<file path="src/rtl/image_defs.vh">
// Image pipeline geometry shared by the word unpacker and the image-filter datapath.
`ifndef IMAGE_DEFS_VH
`define IMAGE_DEFS_VH
`define IMG_WORD_W 32
`define IMG_PIX_W  8
`define IMG_NPIX   (`IMG_WORD_W / `IMG_PIX_W)
`endif

</file>
<file path="src/rtl/pixel_word_unpacker_pkg.sv">
// Shared defaults and helpers for the pixel word unpacker.
// Geometry comes from image_defs.vh so the filter datapath and unpacker agree.
package pixel_word_unpacker_pkg;
`include "image_defs.vh"

   localparam int DEF_WORD_W = `IMG_WORD_W;
   localparam int DEF_PIX_W  = `IMG_PIX_W;
   localparam int DEF_NPIX   = `IMG_NPIX;

   // Index width, kept at least one bit wide.
   function automatic int idx_width(input int npix);
      return (npix > 2) ? $clog2(npix) : 1;
   endfunction
endpackage

</file>
<file path="src/rtl/pixel_word_unpacker_pix_sel.sv">
// pix_sel: combinational NPIX:1 pixel multiplexer over one packed word.
// Lane order follows UNPACK_MSB_FIRST_EN (defined: lane 0 is the top pixel).
module pix_sel #(
   parameter int WORD_W = 32,
   parameter int PIX_W  = 8,
   parameter int NPIX   = WORD_W / PIX_W,
   parameter int IDX_W  = 2
) (
   input  logic [WORD_W-1:0] i_word,
   input  logic [IDX_W-1:0]  i_idx,
   output logic [PIX_W-1:0]  o_pix
);

   logic [PIX_W-1:0] w_lane [NPIX];

   generate
      for (genvar gi = 0; gi < NPIX; gi++) begin : g_lane
`ifdef UNPACK_MSB_FIRST_EN
         assign w_lane[gi] = i_word[WORD_W-1-gi*PIX_W -: PIX_W];
`else
         assign w_lane[gi] = i_word[gi*PIX_W +: PIX_W];
`endif
      end
   endgenerate

   // Compare-based select stays well defined when NPIX is not a power of two.
   always_comb begin
      o_pix = '0;
      for (int k = 0; k < NPIX; k++) begin
         if (i_idx == IDX_W'(k)) begin
            o_pix = w_lane[k];
         end
      end
   end

endmodule

</file>
<file path="src/rtl/pixel_word_unpacker.sv">
// Splits packed memory words into a pixel stream: one current word plus a one-word prefetch buffer.
// Build option: define UNPACK_MSB_FIRST_EN to emit the most-significant pixel of each word first.
module pixel_word_unpacker
   import pixel_word_unpacker_pkg::*;
#(
   parameter int WORD_W = DEF_WORD_W,
   parameter int PIX_W  = DEF_PIX_W
) (
   input  logic              clk,
   input  logic              rst,
   input  logic [WORD_W-1:0] in_word,
   input  logic              in_valid,
   output logic              in_ready,
   output logic [PIX_W-1:0]  out_pix,
   output logic              out_valid,
   input  logic              out_ready,
   output logic              out_last
);

   localparam int NPIX  = WORD_W / PIX_W;
   localparam int IDX_W = idx_width(NPIX);
   localparam logic [IDX_W-1:0] LAST_IDX = IDX_W'(NPIX - 1);

   logic [WORD_W-1:0] r_cur;
   logic [WORD_W-1:0] r_buf;
   logic              r_cur_v;
   logic              r_buf_v;
   logic [IDX_W-1:0]  r_idx;

   logic [WORD_W-1:0] w_cur_next;
   logic [WORD_W-1:0] w_buf_next;
   logic              w_cur_v_next;
   logic              w_buf_v_next;
   logic [IDX_W-1:0]  w_idx_next;

   logic              w_in_xfer;
   logic              w_out_xfer;
   logic              w_last;
   logic [PIX_W-1:0]  w_pix;

   assign w_in_xfer  = in_valid && !r_buf_v;
   assign w_out_xfer = r_cur_v && out_ready;
   assign w_last     = (r_idx == LAST_IDX);

   assign in_ready  = !r_buf_v;
   assign out_valid = r_cur_v;
   assign out_last  = r_cur_v && w_last;
   assign out_pix   = w_pix;

   pix_sel #(
      .WORD_W (WORD_W),
      .PIX_W  (PIX_W),
      .NPIX   (NPIX),
      .IDX_W  (IDX_W)
   ) u_pix_sel (
      .i_word (r_cur),
      .i_idx  (r_idx),
      .o_pix  (w_pix)
   );

   always_comb begin
      w_cur_next   = r_cur;
      w_buf_next   = r_buf;
      w_cur_v_next = r_cur_v;
      w_buf_v_next = r_buf_v;
      w_idx_next   = r_idx;

      if (w_out_xfer) begin
         if (!w_last) begin
            w_idx_next = r_idx + 1'b1;
         end else begin
            w_idx_next = '0;
            // Refill priority: prefetched word, then same-cycle bypass, else go empty.
            if (r_buf_v) begin
               w_cur_next   = r_buf;
               w_buf_v_next = 1'b0;
            end else if (w_in_xfer) begin
               w_cur_next = in_word;
            end else begin
               w_cur_v_next = 1'b0;
            end
         end
      end

      if (w_in_xfer) begin
         if (!r_cur_v) begin
            w_cur_next   = in_word;
            w_cur_v_next = 1'b1;
         end else if (!(w_out_xfer && w_last)) begin
            w_buf_next   = in_word;
            w_buf_v_next = 1'b1;
         end
      end
   end

   always_ff @(posedge clk) begin
      if (rst) begin
         r_cur   <= '0;
         r_buf   <= '0;
         r_cur_v <= 1'b0;
         r_buf_v <= 1'b0;
         r_idx   <= '0;
      end else begin
         r_cur   <= w_cur_next;
         r_buf   <= w_buf_next;
         r_cur_v <= w_cur_v_next;
         r_buf_v <= w_buf_v_next;
         r_idx   <= w_idx_next;
      end
   end

endmodule

</file>
<file path="config.mk">
export PLATFORM = sky130hd
export DESIGN_NAME = pixel_word_unpacker
export DESIGN_NICKNAME = d
export VERILOG_FILES = /design/src/rtl/pixel_word_unpacker_pkg.sv /design/src/rtl/pixel_word_unpacker_pix_sel.sv /design/src/rtl/pixel_word_unpacker.sv
export VERILOG_INCLUDE_DIRS = /design/src /design/src/rtl
export SDC_FILE = /design/constraint.sdc
export NUM_CORES = 1
export LEC_CHECK = 0
export ABC_AREA = 1
export BUFFER_PORTS_ARGS = -buffer_cell sky130_fd_sc_hd__clkbuf_2
export CAP_MARGIN = 20
export CORE_MARGIN = 2
export CORE_UTILIZATION = 55
export DETAILED_ROUTE_END_ITERATION = 8
export GPL_TIMING_DRIVEN = 0
export PLACE_DENSITY = 0.76
export SETUP_SLACK_MARGIN = 0.15
export SYNTH_ARGS = -nofsm -noshare
export SYNTH_HDL_FRONTEND = slang
export SYNTH_SLANG_ARGS = --single-unit
</file>
<file path="constraint.sdc">
create_clock -name clk -period 2.75 [get_ports clk]
set_input_delay 0.275 -clock clk [delete_from_list [all_inputs] [get_ports clk]]
set_output_delay 0.275 -clock clk [all_outputs]
set_load 0.01 [all_outputs]
</file>
Yosys cells after proc, flatten, opt, wreduce, memory -nomap -nowiden
Cells that the tools add are included.
- bits of input ports: 36
- output and inout bits: 11
- logic and storage cells: 39
- register bits after elaboration: 68
- bitwise operators: 1
- add/subtract/negate cells: 1
- muxes and demuxes: 22
- equality and inequality tests: 3
- reductions and logical operators: 7
- operator list (kind ; number):
    32-bit 2-to-1 mux ; 6
    8-bit 2-to-1 mux ; 4
    1-bit 2-to-1 mux ; 11
    2-bit == test, second input constant ; 2
    1-bit logical AND ; 4
    3-bit AND reduction ; 1
    2-bit by 1-bit adder with 2-bit output, second input constant ; 1
    2-bit by 1-bit == test with 1-bit output, second input constant ; 1
    2-bit logical NOT ; 1
    2-bit 2-to-1 mux ; 1
    1-bit logical NOT ; 1
    1-bit NOT ; 1

Depth between registers and ports, before layout
Gate-level depths: netlist of the first run.
- depth in word-level cells: 8
- depth in mapped cells: 10
- depth with buffers taken out: 8

Cells and area by module
A second synthesis of the first run with hierarchy kept.
- cell total of the unflattened synthesis: 572
- area total of the unflattened synthesis: 3696.0 µm²
- by module, submodules not included (module ; seq. area each (µm²) ; area each (µm²) ; cells an instance ; times used):
    pixel_word_unpacker ; 1361.3 ; 3432.0 ; 525 ; 1
    pix_sel ; 0.0 ; 264.0 ; 47 ; 1

Worst setup path before layout of the first run
Ideal clock, no wire load.
- kind: register to output
- start: register r_idx[1]
- end: output port out_pix[1]
- data required time: 2.475 ns
- path buffers: 1
- cell stages (with the launch flop): 8
- arrival time: 1.265 ns
- path slack: 1.210 ns
- cell sequence: dfxtp_1 -> inv_1 -> ha_1 -> clkbuf_1 -> nand2_1 -> o21ai_0 -> nand2_1 -> a21oi_1
- cells in the longest elaborated chain, start to end: 5
- elaborated cells between the ends (all ways): 8
- those cells by class: eq/ne (3); mux (4); reduce/logical (1)
- ends and longest elaborated chain (what ; RTL line ; RTL):
    start, declared ; pixel_word_unpacker.sv:28 ; logic [IDX_W-1:0] r_idx;
    start signal, assigned ; pixel_word_unpacker.sv:108 ; r_idx <= w_idx_next;
    2-bit logical NOT ; pixel_word_unpacker_pix_sel.sv:30 ; if (i_idx == IDX_W'(k)) begin
    8-bit 2-to-1 mux (3 in a row) ; pixel_word_unpacker_pix_sel.sv:30 ;
    8-bit 2-to-1 mux (*) ; pixel_word_unpacker_pix_sel.sv:30 ;
    end, declared ; pixel_word_unpacker.sv:14 ; output logic [PIX_W-1:0] out_pix,
Every way passes the cells marked *; elsewhere a longest branch is shown, timed or not.

Worst setup path after layout of the first run
- start: register r_idx[1]
- end: output port out_pix[2]
The elaborated chain is that of the path after synthesis.

==> impl_metrics.json, run 1 <==
{
  "die-area_mm2": 0.007459,
  "startpoint": "r_idx[1]",
  "post_drt_wl_per_cell_um": 13.57,
  "finalHoldViolCount": 0,
  "path_clk_slew_ns": 0.08,
  "hold_class": "in -> reg",
  "avgViaCountPerCell": 5.268,
  "max_stage_delay_ns": 0.33,
  "dp_hpwl_um": 7188,
  "yosysMostFrequentCell": "nand2_1",
  "endpoint_kind": "output pin",
  "ir_drop_mv": 0.2792,
  "yosysWarnings": 0,
  "finalMaxSlewViolations": 0,
  "drc": 0,
  "rrSetupSlack_ns": 1.01,
  "crit_fanout": 10,
  "cts.path.max_buffers": 2,
  "fillers": 648,
  "dr.pass1.iters": 4,
  "rr_startpoint": "r_idx[1]",
  "post-route-min-period_ns": 2.295,
  "p_leak_uw": 0.002197,
  "hold_buffers": 0,
  "worstPathArrival_ns": 2.02,
  "reg2reg_to": "r_cur[23]",
  "start_kind": "flop",
  "synth_common_cells": "nand2_1, nand3_1, dfxtp_1, inv_1, a21oi_1",
  "syn-cell-area_mm2": 0.003731,
  "tns_ns": 0,
  "port_buffers": 44,
  "yosys.area_share.simple_pct": 37.66,
  "synth_edf_count": 0,
  "die_h_um": 86.37,
  "cp_top_family": "buffers and inverters",
  "htree_levels": 3,
  "slew_headroom_pct": 57.82,
  "drive_gt1_share_pct": 15.42,
  "synth-seq-cells": 68,
  "synth-compound-area-share_pct": 12.98,
  "synthToLayoutAreaGrowth_pct": 14.35,
  "routabilityCongestion": 0.9327,
  "postSynth.asyncResetShare_pct": 0,
  "die-width_um": 86.37,
  "antenna_found_initial": 0,
  "antenna_cells": 0,
  "syn-instance-count": 595,
  "detailroute.via_count": 3872,
  "yosysSeqAreaShare_pct": 36.49,
  "yosysUniqueCellTypes": 21,
  "netlist.area_leader.share_pct": 36.49,
  "reg2reg_depth": 10,
  "synth_top_family_by_area": "simple AND/OR/NAND/NOR gates",
  "grt_pass1_wl_um": 16590,
  "finalCritPeriodShare_pct": 83.44,
  "insertion_delay_ns": 0.35,
  "cts_resized": 0,
  "clock_skew_ns": 0.009542,
  "core_area_mm2": 0.006681,
  "drv_cap": 0,
  "critPathMostFrequentCell": "nand2_1",
  "ant_nets": 0,
  "synthAdderAreaFrac_pct": 1.341,
  "initial_core_util_pct": 55.84,
  "tightest_slew_ns": 0.6326,
  "cp_cell_sequence": "inv_1 > ha_1 > clkbuf_1 > nand2_1 > o21ai_0 > nand2_1 > a21oi_1 > clkbuf_2",
  "rows": 30,
  "worst_slack_ns": 0.4554,
  "critical_path_buf_inv_count": 3,
  "postCtsSetupBuffers": 0,
  "max_freq_mhz": 435.8,
  "power.density_mw_per_mm2": 581.7,
  "cts_inserted_buffers": 9,
  "ios": 47,
  "avgSynthCellArea_um2": 6.271,
  "yosysTopAreaCell": "dfxtp_1",
  "grt_pass1_vias": 3525,
  "nets": 690,
  "finalWirelength_um": 9976,
  "crit_slowest_cell": "dfxtp_1",
  "path_depth": 8,
  "grt_setup_unrepaired": "false",
  "critical_path_class": "reg -> out",
  "cts_tree": "yes",
  "synthTopCellsByArea": "dfxtp_1, nand2_1, nand3_1",
  "setup_viol": 0,
  "crit_path_end": "out_pix[2]",
  "critPathRequiredTime_ns": 2.48,
  "synth_ff_type": "dfxtp_1",
  "synthXorXnorAreaFrac_pct": 0,
  "root_buffer": "clkbuf_8",
  "status": "completed",
  "grt_max_degree": 13,
  "cts_sinks": 68,
  "gr-total-overflow": 0,
  "place_ws_ns": 0.8705,
  "syn-num-nets": 635,
  "synth.area.mux_share_pct": 0,
  "drt_iter0_drc": 250,
  "grtUsageTotal_pct": 28.21
}
flip-flops by register name (all words and copies together), names as in the netlist:
register   cells
r_buf         32
r_idx          2
r_cur         32
r_buf_v        1
out_valid      1
layout by cell type, fill, tap and decap left out:
| cell | instances |
|---|---|
| clkinv_1 | 1 |
| o21ai_2 | 9 |
| dfxtp_1 | 68 |
| clkinv_4 | 1 |
| buf_4 | 4 |
| ha_1 | 4 |
| nand3_2 | 1 |
| clkbuf_8 | 9 |
| nor2_4 | 3 |
| clkinvlp_4 | 1 |
| nand3_1 | 82 |
| bufinv_16 | 2 |
| o31ai_1 | 1 |
| buf_6 | 4 |
| nor2_1 | 34 |
| nand2_1 | 213 |
| nand2_2 | 2 |
| o21ai_0 | 23 |
| clkbuf_1 | 16 |
| a211oi_1 | 1 |
| clkbuf_2 | 44 |
| inv_1 | 56 |
| buf_2 | 14 |
| a21oi_1 | 55 |
| nand2_4 | 1 |
| clkinv_2 | 3 |
| inv_2 | 3 |
through the flow:
| step | utilization (%) | hold WS, ns | area, µm² | power, µW | std cells |
|---|---|---|---|---|---|
| floorplan | - | 0.4178 | 3731 | 1431 | 595 |
| global placement | 60.64 | 0.4530 | 4051 | 1570 | 719 |
| detailed placement | 60.64 | 0.4589 | 4051 | 1581 | 719 |
| CTS | 63.86 | 0.1598 | 4267 | 2488 | 735 |
| global route | 63.86 | 0.1693 | 4267 | 2602 | 735 |
| finish | 63.86 | 0.1717 | 4267 | 2482 | 735 |
layout make-up:
class	count	area, µm²	area share (%)
clock inverters	7	91.34	2.141
well taps	80	100.1	2.346
flip-flops and latches	68	1361	31.91
repair buffers	44	220.2	5.161
plain buffers	38	205.2	4.809
inverters	60	225.2	5.279
clock buffers	9	123.9	2.903
multi-input cells	429	1939	45.45
logic make-up after synthesis:
group,Yosys count
flip-flops,68
AO/OA/AOI/OAI,89
adder cells (fa/ha/maj),4
buffers and inverters,98
AND/OR/NAND/NOR,336
worst min path at each step:
| stage | startpoint | end | slack, ns | cells after the start |
|---|---|---|---|---|
| global placement | r_buf[28] | r_buf[28] | 0.45 | 2 |
| CTS | in_word[29] | r_buf[29] | 0.16 | 3 |
| global route | in_word[21] | r_buf[21] | 0.17 | 3 |
| floorplan | in_word[22] | r_buf[22] | 0.42 | 2 |
| finish | in_word[21] | r_buf[21] | 0.17 | 3 |
| detailed placement | r_buf[26] | r_buf[26] | 0.46 | 2 |
layer usage:
metal	global-route usage (%)	up-vias	share of wire [%]
met1	39.83	1761	48
met3	3.333	13	4.2
met2	44.13	106	47
li1	-	1992	-
met5	0	-	0
met4	11.08	0	1.6
report_power, final:
group	switching (µW)	internal (µW)	leakage, µW
sequential	49.4	1060	0.000558
combinational	292	166	0.00153
clock	409	507	0.000109
total	750	1730	0.00220
worst min-delay path: stages:
cell and delay (ns):
clkbuf_2 0.10, nand2_1 0.06, a21oi_1 0.05
(Power assumes the default switching activity.)
==> inputs of run 2 (changes only) <==
==> constraint.sdc (replaced) <==
create_clock -name clk -period 2.37 [get_ports clk]
set_input_delay 0.237 -clock clk [delete_from_list [all_inputs] [get_ports clk]]
set_output_delay 0.237 -clock clk [all_outputs]
set_load 0.01 [all_outputs]
==> run 2 against run 1 <==
  * Register-to-register slack worse by 0.38 ns
  * Non-clock buffer count unchanged
  * Critical path depth down 1
  * Cell count unchanged
  * Final area up 0.12%
  * Clock-buffer cell count unchanged
  * Clock skew about the same
  * Core utilization up 0.075 points
  * Sequential share of layout area about the same
  * Sequential power up 16%
==> impl_metrics.json, run 2 (synthesis gave the netlist of run 1 again) <==
{
  "status": "completed",
  "core_area_mm2": 0.006681,
  "drv_cap": 0,
  "crit_path_end": "out_pix[2]",
  "path_clk_slew_ns": 0.08,
  "detailroute.via_count": 3888,
  "max_freq_mhz": 477.2,
  "final_cell_mix": "nand2_1, nand3_1, dfxtp_1",
  "drc": 0,
  "path_depth": 7,
  "endpoint_kind": "output pin",
  "post-route-min-period_ns": 2.096,
  "crit_slowest_cell": "dfxtp_1",
  "largestRegisters": "r_buf x32, r_cur x32, r_idx x2",
  "dp.cells": 719,
  "hold_class": "in -> reg",
  "tightest_slew_ns": 0.5347,
  "die-width_um": 86.37,
  "dp_hpwl_um": 7188,
  "die-area_mm2": 0.007459,
  "worstPathArrival_ns": 1.86,
  "cts_sinks": 68,
  "grtUsageTotal_pct": 28.21,
  "hold_buffers": 0,
  "ir_drop_mv": 0.3222,
  "drt_iter0_drc": 285,
  "gr-total-overflow": 0,
  "finalWirelength_um": 9944,
  "grt_max_degree": 13,
  "place_area_mm2": 0.004051,
  "synthToLayoutAreaGrowth_pct": 14.49,
  "root_buffer": "clkbuf_8",
  "rrSetupSlack_ns": 0.63,
  "critPathRequiredTime_ns": 2.13,
  "nets": 690,
  "setup_viol": 0,
  "dr.pass1.iters": 5,
  "critical_path_buf_inv_count": 4,
  "tns_ns": 0,
  "port_buffers": 44,
  "max_stage_delay_ns": 0.36,
  "layout_commonest_cell": "nand2_1",
  "insertion_delay_ns": 0.35,
  "finalCritPeriodShare_pct": 88.42,
  "drive_gt1_share_pct": 16.03,
  "cts.path.max_buffers": 2,
  "reg2reg_to": "r_cur[23]",
  "cp_cell_sequence": "inv_1 > ha_1 > clkbuf_1 > inv_2 > nand2_1 > a21oi_1 > clkbuf_2",
  "antenna_found_initial": 0,
  "power.density_mw_per_mm2": 673.6,
  "cts_tree": "yes",
  "ant_nets": 0,
  "finalMaxSlewViolations": 0,
  "routabilityCongestion": 0.9327,
  "ios": 47,
  "antenna_cells": 0,
  "cp_top_family": "buffers and inverters",
  "multi_input_comb_area_mm2": 0.001942,
  "grt_pass1_vias": 3525,
  "htree_levels": 3,
  "startpoint": "r_idx[0]",
  "design_area_mm2": 0.004272,
  "rr_startpoint": "r_idx[0]",
  "grt_setup_unrepaired": "false",
  "finalHoldViolCount": 0,
  "start_kind": "flop",
  "clock_skew_ns": 0.009605,
  "avgViaCountPerCell": 5.290,
  "die_h_um": 86.37,
  "slew_headroom_pct": 64.35,
  "p_leak_uw": 0.002202,
  "regArea_mm2": 0.001361,
  "grt_pass1_wl_um": 16590,
  "initial_core_util_pct": 55.84,
  "critical_path_class": "reg -> out",
  "crit_fanout": 9,
  "final_util_pct": 63.93,
  "reg2reg_depth": 10,
  "fillers": 649,
  "rows": 30,
  "final_cells": 735,
  "cts_inserted_buffers": 9,
  "post_drt_wl_per_cell_um": 13.53
}
==> run 2: routing by layer <==
layer	vias up	track usage (%)	part of all wire [%]	wire length, µm
li1	1989	-	-	-
met1	1784	39.83	47	4682
met2	100	44.13	47	4628
met3	15	3.333	4.5	446
met4	0	11.08	1.9	187
met5	-	0	0	0
==> run 2: how the worst min path moves through the flow <==
stage / start / end / depth (start not counted)
3_5_place_dp: r_buf[26] / r_buf[26] / 2
3_3_place_gp: r_buf[28] / r_buf[28] / 2
2_1_floorplan: in_word[22] / r_buf[22] / 2
6_report: in_word[29] / r_buf[29] / 3
4_1_cts: in_word[29] / r_buf[29] / 3
5_1_grt: in_word[21] / r_buf[21] / 3
==> run 2: what timing repair did <==
action / in CTS / in global routing
buffers inserted: 0 / 0
cloned: 0 / 0
setup endpoints to repair: 1 / 8
gates resized for setup: 1 / 4
==> run 2: layout make-up <==
| type | count | area share, % |
|---|---|---|
| plain buffers | 38 | 4.862 |
| clock buffers | 9 | 2.900 |
| clock inverters | 7 | 2.138 |
| inverters | 60 | 5.272 |
| multi-input cells | 429 | 45.46 |
| flip-flops and latches | 68 | 31.87 |
| well taps | 80 | 2.343 |
| repair buffers | 44 | 5.155 |
==> run 2: where the power goes <==
group | internal, µW | switching, µW | leakage [µW] | total, µW
Sequential | 1230 | 56.9 | 0.000558 | 1290
Combinational | 194 | 338 | 0.00153 | 532
Clock | 588 | 472 | 0.000109 | 1060
Total | 2010 | 867 | 0.00220 | 2880
==> run 2: through the flow <==
step	setup slack [ns]	hold WS, ns	total power [µW]
after floorplan	0.8678	0.3798	1661
after global placement	0.5505	0.4530	1822
after detailed placement	0.5285	0.4589	1835
after CTS	0.1724	0.1218	2887
after global routing	0.1587	0.1313	3020
final	0.2743	0.1298	2877
==> run 2: worst min-delay path, stage by stage <==
cell	delay, ns
clkbuf_2	0.10
nand2_1	0.06
a21oi_1	0.05
